File: src/rtl/alu_pkg.sv
// Shared encodings for the add/sub datapath and its request scheduler.
// Op codes match the 2-bit flag consumed by add_sub.
package alu_pkg;

  localparam logic [1:0] OP_ADD  = 2'b00;
  localparam logic [1:0] OP_SUB  = 2'b01;
  localparam logic [1:0] OP_SLT  = 2'b10;
  localparam logic [1:0] OP_SLTU = 2'b11;

  typedef enum logic [1:0] {
    S_IDLE = 2'b00,
    S_EXEC = 2'b01,
    S_RESP = 2'b10
  } sched_state_t;

endpackage

File: src/rtl/add_sub.sv
// Combinational XLEN-bit add, subtract, signed and unsigned set-less-than.
// Both compares reuse the subtractor borrow.
module add_sub
  import alu_pkg::*;
#(
  parameter int XLEN = 64
) (
  input  logic [XLEN-1:0] in1,
  input  logic [XLEN-1:0] in2,
  input  logic [1:0]      flag,
  output logic [XLEN-1:0] result
);

  logic [XLEN:0]   diff;
  logic [XLEN-1:0] sum;
  logic            borrow;
  logic            sgn_diff;
  logic            slt;

  assign sum      = in1 + in2;
  assign diff     = {1'b0, in1} - {1'b0, in2};
  assign borrow   = diff[XLEN];
  assign sgn_diff = in1[XLEN-1] ^ in2[XLEN-1];
  // Equal signs: unsigned order equals signed order.
  assign slt      = sgn_diff ? in1[XLEN-1] : borrow;

  always_comb begin
    result = '0;
    unique case (flag)
      OP_ADD:  result = sum;
      OP_SUB:  result = diff[XLEN-1:0];
      OP_SLT:  result = {{(XLEN-1){1'b0}}, slt};
      OP_SLTU: result = {{(XLEN-1){1'b0}}, borrow};
    endcase
  end

endmodule

File: src/rtl/rr_arbiter.sv
// Combinational round-robin arbiter: scans upward from ptr with wrap,
// first set request wins.
module rr_arbiter #(
  parameter  int N = 2,
  localparam int W = (N > 1) ? $clog2(N) : 1
) (
  input  logic [N-1:0] req,
  input  logic [W-1:0] ptr,
  output logic [N-1:0] gnt,
  output logic [W-1:0] gnt_id
);

  int   idx;
  logic found;

  always_comb begin
    gnt    = '0;
    gnt_id = '0;
    found  = 1'b0;
    idx    = 0;
    for (int k = 0; k < N; k++) begin
      idx = int'(ptr) + k;
      if (idx >= N) idx = idx - N;
      if (!found && req[idx]) begin
        found    = 1'b1;
        gnt[idx] = 1'b1;
        gnt_id   = W'(idx);
      end
    end
  end

endmodule

File: src/rtl/addsub_rr_scheduler.sv
// Shares one add_sub datapath among NUM_REQ requesters with round-robin
// grant, one-cycle execute and a held valid/ready response.
module addsub_rr_scheduler
  import alu_pkg::*;
#(
  parameter int NUM_REQ = 2,
  parameter int XLEN    = 64
) (
  input  logic                    clk,
  input  logic                    rst_n,
  input  logic [NUM_REQ-1:0]      req_valid,
  output logic [NUM_REQ-1:0]      req_ready,
  input  logic [NUM_REQ*XLEN-1:0] req_in1,
  input  logic [NUM_REQ*XLEN-1:0] req_in2,
  input  logic [NUM_REQ*2-1:0]    req_op,
  output logic [NUM_REQ-1:0]      rsp_valid,
  input  logic [NUM_REQ-1:0]      rsp_ready,
  output logic [XLEN-1:0]         rsp_data,
  output logic                    busy
);

  localparam int IW = (NUM_REQ > 1) ? $clog2(NUM_REQ) : 1;

  sched_state_t     state;
  logic [IW-1:0]    rr_ptr;
  logic [IW-1:0]    cap_id;
  logic [XLEN-1:0]  cap_in1;
  logic [XLEN-1:0]  cap_in2;
  logic [1:0]       cap_op;

  logic [NUM_REQ-1:0] gnt;
  logic [IW-1:0]      gnt_id;
  logic [IW-1:0]      ptr_nxt;
  logic [XLEN-1:0]    result;
  logic [NUM_REQ-1:0] id_oh;
  logic               hs;
  logic               can_grant;
  logic               take;

  rr_arbiter #(
    .N(NUM_REQ)
  ) u_arb (
    .req   (req_valid),
    .ptr   (rr_ptr),
    .gnt   (gnt),
    .gnt_id(gnt_id)
  );

  add_sub #(
    .XLEN(XLEN)
  ) u_add_sub (
    .in1   (cap_in1),
    .in2   (cap_in2),
    .flag  (cap_op),
    .result(result)
  );

  assign hs        = (state == S_RESP) && rsp_ready[cap_id];
  // Reset gating keeps req_ready low while rst_n is held.
  assign can_grant = rst_n && ((state == S_IDLE) || hs);
  assign take      = can_grant && (|req_valid);
  assign req_ready = can_grant ? gnt : '0;
  assign busy      = (state != S_IDLE);
  assign id_oh     = NUM_REQ'(1) << cap_id;

  assign ptr_nxt = (int'(gnt_id) == NUM_REQ - 1) ?
                   '0 : gnt_id + 1'b1;

  always_ff @(posedge clk or negedge rst_n) begin
    if (!rst_n) begin
      cap_in1 <= '0;
      cap_in2 <= '0;
      cap_op  <= '0;
      cap_id  <= '0;
      rr_ptr  <= '0;
    end else if (take) begin
      cap_in1 <= req_in1[int'(gnt_id)*XLEN +: XLEN];
      cap_in2 <= req_in2[int'(gnt_id)*XLEN +: XLEN];
      cap_op  <= req_op[int'(gnt_id)*2 +: 2];
      cap_id  <= gnt_id;
      rr_ptr  <= ptr_nxt;
    end
  end

  always_ff @(posedge clk or negedge rst_n) begin
    if (!rst_n) begin
      state     <= S_IDLE;
      rsp_valid <= '0;
      rsp_data  <= '0;
    end else begin
      unique case (state)
        S_IDLE: begin
          if (take) state <= S_EXEC;
        end
        S_EXEC: begin
          rsp_data  <= result;
          rsp_valid <= id_oh;
          state     <= S_RESP;
        end
        S_RESP: begin
          if (hs) begin
            rsp_valid <= '0;
            state     <= take ? S_EXEC : S_IDLE;
          end
        end
        default: state <= S_IDLE;
      endcase
    end
  end

endmodule

File: config.mk
export PLATFORM = sky130hd
export DESIGN_NAME = addsub_rr_scheduler
export DESIGN_NICKNAME = d
export VERILOG_FILES = /design/src/rtl/alu_pkg.sv /design/src/rtl/add_sub.sv /design/src/rtl/rr_arbiter.sv /design/src/rtl/addsub_rr_scheduler.sv
export SDC_FILE = /design/constraint.sdc
export NUM_CORES = 1
export LEC_CHECK = 0
export CAP_MARGIN = 20
export CORE_MARGIN = 2
export CORE_UTILIZATION = 40
export DETAILED_ROUTE_END_ITERATION = 6
export GPL_TIMING_DRIVEN = 1
export PLACE_DENSITY = 0.65
export SKIP_CTS_REPAIR_TIMING = 1
export SLEW_MARGIN = 20
export SYNTH_ARGS = -nofsm -noshare
export SYNTH_HDL_FRONTEND = slang
export SYNTH_SLANG_ARGS = --single-unit
File: constraint.sdc
create_clock -name clk -period 5.15 [get_ports clk]
set_input_delay 1.03 -clock clk [delete_from_list [all_inputs] [get_ports clk]]
set_output_delay 1.03 -clock clk [all_outputs]
set_load 0.1 [all_outputs]
==> flow_summary.toml, run 1 <==
[power]
ir_drop_uv = 300
p_per_area_nw_per_um2 = 748
power_mw = 14.9
p_leak_nw = 9.16

[routing]
dr.first_iter.drc_count = 1853
via_per_inst = 5.92
post_drt_wl_per_cell_um = 21.0
vias = 15900
wl_um = 56600
antenna_left = 0
drt-pass1-iter-count = 7
drc = 28

[run_status]
status = "finished with violations"
violations = "design-rule violations"

[worst_setup_path]
critPathKind = "flip-flop to flip-flop"
r2r_start = "cap_in1[26]"
crit_fanout = 13
reg2reg_slack_ns = 0.69
critical_path_required_ns = 5.51
critPathArrivalTime_ns = 4.82
start_kind = "flip-flop"
reg2reg_to = "rsp_data[62]"
cp-end-kind = "flip-flop"
r2r_cells = 11

[logic_synthesis]
synth_warnings = 0
synth_cell_type_count = 75
ys_async_sr_fraction_pct = 100
avgSynthCellArea_um2 = 8.13
synth-seq-cells = 200
synth_edf_count = 0
synth.net_count = 2309
synthesis.area_um2 = 15600
seq_area_frac_synth_pct = 32.2
syn-instance-count = 1914
ys.flop_type = "dfrtp_1"

[floorplan]
rows = 72
start_util_pct = 40.3
fp.dieW_um = 201
dieArea_um2 = 40500
core_area_um2 = 38600
ios = 335
die_h_um = 201

[cts]
cts.path.max_buffers = 2
cts_tree = "yes"
cts-root-buf = "clkbuf_16"
cts.reportedPaths.clkPinSlew_ns = 0.08
cts_buffers = 17
clock_sinks = 200
clk_latency_ns = 0.48
h-tree-depth = 4

[job]
drv_cap = 0

[cells_and_area]
antenna_cells = 0
multi_input_area_um2 = 9100
fin_nets = 2555
seqCellArea_um2 = 5010
layout-drive-gt1-share_pct = 4.00
finish.utilization_pct = 51.5
syn_to_final_growth_pct = 27.7
stdcell_count = 2691
n_fill_cell = 3826

[global_route]
grt_use_total_pct = 27.5
grt_pass1_wl_um = 89100
antenna_found_initial = 0
grt_pass1_vias = 15400
grt_overflow = 0
grt_max_degree = 88

[timing]
fin_setup_tns_ns = 0
max-slew-margin-rel_pct = 29.2
maxSlewViolCount = 0
period_share_pct = 86.6
setup_viol = 0
rsz0062_at_grt = "false"
max_freq_mhz = 224
worst_pin_slew_ns = 1.06
setup_slack_ns = 0.692
hold_viol = 0
clock_skew_ns = 0.0107
fin_crit_ns = 4.46

[place]
dp_slack_ns = 0.888
port-buffer-count = 334
dpl.hpwl_um = 43100
dp_cells = 2659
gp_congestion = 0.936

[hold_path]
hold_class = "input pin to asynchronous set/reset pin"
==> power breakdown <==
| group | total, mW | internal (mW) | leakage [nW] | switching [mW] |
|---|---|---|---|---|
| clock network | 1.45 | 0.739 | 0.299 | 0.708 |
| logic | 10.6 | 3.51 | 6.36 | 7.04 |
| registers | 2.85 | 2.20 | 2.51 | 0.651 |
| total | 14.9 | 6.45 | 9.16 | 8.40 |
==> critical path, cell delays in order (launching register included) <==
cell,delay [ns]
dfrtp_1,0.41
ha_1,0.47
nor4_1,0.81
nand4b_1,0.28
nor4_1,0.49
o31ai_1,0.17
buf_4,0.18
nor4_1,0.63
o21ai_0,0.24
a21oi_1,0.23
a2111oi_0,0.13
a211o_1,0.31
==> layer usage <==
metal | up-vias | track usage (%) | wire length [µm]
met2 | 635 | 44.7 | 26000
met4 | 0 | 7.12 | 1190
met1 | 7776 | 38.7 | 26000
met3 | 76 | 3.71 | 3430
li1 | 7456 | - | -
met5 | - | 0 | 0
==> cell families (layout without fill, tap and decap cells) <==
| family | Yosys count | in the layout | share of synthesized area [%] |
|---|---|---|---|
| compound gates | 669 | 669 | 30.4 |
| xor+xnor | 55 | 55 | 3.10 |
| fa+ha+maj | 129 | 129 | 10.5 |
| buf+inv | 388 | 647 | 9.49 |
| flops | 200 | 200 | 32.2 |
| mux | 9 | 9 | 0.587 |
| simple gates | 464 | 464 | 13.8 |
==> state kept, by name, indices dropped and copies added (netlist names) <==
name       flops
cap_in1       64
cap_in2       64
rsp_data      64
cap_op         2
rsp_valid      2
state          2
cap_id         1
rr_ptr         1
==> area by class of cell <==
type / count / share of cell area [%]
clock inverters: 15 / 0.964
repair buffers: 352 / 17.6
inverters: 263 / 4.97
multi-input cells: 1326 / 45.8
flip-flops and latches: 200 / 25.2
well taps: 518 / 3.26
clock buffers: 17 / 2.14
==> layout by cell type (no fill, tap or decap), types with 17 or more instances in the layout <==
cell / instances
clkdlybuf4s50_1: 331
inv_1: 262
dfrtp_1: 199
a21oi_1: 176
nand2_1: 170
a222oi_1: 130
ha_1: 127
nor2_1: 122
o21ai_0: 119
xnor2_1: 50
o21bai_1: 37
nor3_1: 35
o31ai_1: 28
nand3_1: 27
a21o_1: 27
nor4_1: 23
o211ai_1: 18
buf_4: 18
clkbuf_16: 17
==> per-stage QoR <==
| stage | instance area [µm²] | hold slack, ns |
|---|---|---|
| after floorplan | 15600 | 0.459 |
| after global placement | 19200 | 0.463 |
| after detailed placement | 19200 | 0.468 |
| after CTS | 19900 | 0.446 |
| after global routing | 19900 | 0.464 |
| final | 19900 | 0.455 |
==> cell usage after synthesis (12+ instances only) <==
cell type  number  area share [%]
ha_1          127              10
o211ai_1       18            0.87
nand2b_1       12            0.48
nand3_1        27            0.87
xnor2_1        50             2.8
a21oi_1       176             5.7
clkbuf_1      105             2.5
dfrtp_1       200              32
a21o_1         27             1.3
o21ai_0       119             3.8
nor4_1         23            0.93
inv_1         262             6.3
nand4_1        16            0.64
a222oi_1      130             8.4
o21bai_1       37             1.8
nor3_1         35             1.1
o31ai_1        28             1.4
nor2_1        122             2.9
nand2_1       170             4.1
nor2b_1        14            0.56
==> worst max-delay path by stage <==
stage / start / to / slack [ns] / depth (start not counted)
after CTS: cap_in1[26] / rsp_data[62] / 0.86 / 11
after detailed placement: cap_in2[6] / rsp_data[0] / 0.89 / 12
after floorplan: rsp_ready[1] / req_ready[0] / 1.46 / 6
after global placement: cap_in1[26] / rsp_data[62] / 0.90 / 11
final: cap_in1[26] / rsp_data[62] / 0.69 / 11
after global routing: cap_in2[6] / rsp_data[0] / 0.48 / 12
Power figures use the tool's default switching activity.
==> inputs of run 2 (changes only) <==
--- a/config.mk
+++ b/config.mk
@@ -5,12 +5,12 @@
 export SDC_FILE = /design/constraint.sdc
 export NUM_CORES = 1
 export LEC_CHECK = 0
+export ABC_AREA = 1
 export CAP_MARGIN = 20
 export CORE_MARGIN = 2
 export CORE_UTILIZATION = 40
 export DETAILED_ROUTE_END_ITERATION = 6
 export GPL_TIMING_DRIVEN = 1
-export PLACE_DENSITY = 0.65
 export SKIP_CTS_REPAIR_TIMING = 1
 export SLEW_MARGIN = 20
 export SYNTH_ARGS = -nofsm -noshare
==> run 2 against run 1 <==
Effect of this change:
- final cell count is 70% higher
- routed wire length rose by 56%
- synthesized cell count is 89% higher
- count of clock-buffer cells in the layout up 4
- utilization is 2.4 points lower
- critical path depth is 4 lower
- non-clock buffer count shrank 4
- worst hold slack worse by 0.074 ns
- the run now ends clean
- first-iteration DRC count grew 17%
==> flow_summary.toml, run 2 <==
[global_route]
grt_pass1_wl_um = 132000
grt_max_degree = 124
grt_use_total_pct = 33.2
antenna_found_initial = 0
grt_overflow = 0
grt_pass1_vias = 22200

[place]
dp_slack_ns = 1.26
port-buffer-count = 334
dpl.hpwl_um = 73100
gp_congestion = 1.01

[cts]
cts-root-buf = "clkbuf_16"
clk_latency_ns = 0.51
clock_sinks = 200
h-tree-depth = 4
cts_tree = "yes"
cts.reportedPaths.clkPinSlew_ns = 0.08
cts.path.max_buffers = 2
cts_buffers = 17

[logic_synthesis]
yosys.area.top_type = "nand2_1"
yosys-top-cells-count = "1366 x nand2_1, 689 x inv_1, 357 x nor2_1"
avgSynthCellArea_um2 = 5.71
synth_compound_area_share_pct = 12.3
yosysMostFrequentCell = "nand2_1"
synth_cell_type_count = 38
muxShareOfSynthArea_pct = 0
seq_area_frac_synth_pct = 24.2
yosys.area.top_type_share_pct = 24.8
synth-seq-cells = 200
synth_simple_gate_area_share_pct = 39.8
ys_async_sr_fraction_pct = 100
synth_edf_count = 0
synth_warnings = 0
synth_area_leaders = "nand2_1 25%, dfrtp_1 24%, inv_1 13%"
synthesis.area_um2 = 20700
syn-instance-count = 3621
synth_top_family_by_area = "simple AND/OR/NAND/NOR gates"
synth-adder-area-share_pct = 7.89
ys.flop_type = "dfrtp_1"
synth.net_count = 4016
synthXorXnorAreaFrac_pct = 0.466

[cells_and_area]
antenna_cells = 0
largestRegisters = "cap_in1 x64, cap_in2 x64, rsp_data x64"
layout_commonest_cell = "nand2_1"
layout-drive-gt1-share_pct = 2.42
fin_nets = 4269
layout_common_cells = "1366 x nand2_1, 687 x inv_1, 354 x nor2_1"
syn_to_final_growth_pct = 21.6

[routing]
post_drt_wl_per_cell_um = 19.4
vias = 23300
antenna_left = 0
via_per_inst = 5.10
dr.first_iter.drc_count = 2177
drt-pass1-iter-count = 6
drc = 0
wl_um = 88400

[timing]
clock_skew_ns = 0.0150
rsz0062_at_grt = "false"
setup_slack_ns = 1.25
period_share_pct = 75.7
max-slew-margin-rel_pct = 28.9
fin_setup_tns_ns = 0
max_freq_mhz = 257
hold_ws_ns = 0.381
worst_pin_slew_ns = 1.07
hold_viol = 0
maxSlewViolCount = 0
fin_crit_ns = 3.90
setup_viol = 0

[floorplan]
core_area_um2 = 51200
start_util_pct = 40.4
rows = 83
ios = 335
dieArea_um2 = 53500
fp.dieW_um = 231
die_h_um = 231

[hold_path]
hold_class = "input pin to asynchronous set/reset pin"

[worst_setup_path]
cp-end-kind = "primary output"
critPathKind = "input pin to primary output"
critical_path_required_ns = 4.12
critPathArrivalTime_ns = 2.87
reg2reg_slack_ns = 1.68
crit_fanout = 3
start_kind = "input pin"

[run_status]
status = "finished, final reports clean"

[job]
drv_cap = 0
run 2: worst max-delay path, stage by stage:
cell,delay (ns)
clkdlybuf4s50_1,0.46
nand2_1,0.06
nand3_1,0.32
nand3_1,0.23
or2_4,0.31
nor2_4,0.24
buf_12,0.22
run 2: worst paths after layout:
check	startpoint	cells past startpoint	endpoint
setup / recovery	rsp_ready[0]	7	req_ready[0]
setup reg to reg	cap_in2[0]	18	rsp_data[40]
hold / removal	rst_n	1	cap_in1[17]
max in group asynchronous	rst_n	2	rsp_data[60]
min in group clk	cap_id	1	rsp_valid[0]
hold reg to reg	cap_id	1	rsp_valid[0]
run 2: layout make-up:
type                            count  area [µm²]
Fill cell                        5714       26100
Multi-Input combinational cell   2614       12500
Sequential cell                   200        5000
Timing Repair Buffer              348        3500
Inverter                          693        2600
Tap cell                          680         851
Clock buffer                       21         470
Clock inverter                     11         158
run 2: per-layer routing:
| layer | global-route usage [%] | vias to the layer above | wire, µm |
|---|---|---|---|
| met3 | 6.82 | 99 | 7470 |
| met4 | 10.0 | 0 | 2220 |
| met5 | 0 | - | 0 |
| met2 | 49.2 | 899 | 36700 |
| met1 | 48.0 | 10700 | 42000 |
| li1 | - | 11600 | - |
run 2: logic make-up (layout without fill, tap and decap cells):
logic type	after synthesis	in the layout
AOI/OAI and AO/OA	431	431
and+or+nand+nor	2043	2043
DFF	200	200
adders and majority gates	129	129
xor gates and xnor gates	11	11
buffers and inverters	807	1073
run 2: stage by stage:
stage / area, µm² / utilization, % / instances
after floorplan: 20700 / - / 3621
after CTS: 25100 / 49.1 / 4567
after global routing: 25100 / 49.1 / 4567
after detailed placement: 24500 / 47.8 / 4535
after global placement: 24500 / 47.8 / 4535
final: 25100 / 49.1 / 4567
Power of run 2 is not shown: default switching activity piles up to over one toggle a cycle in this logic, so the estimate is an artifact.
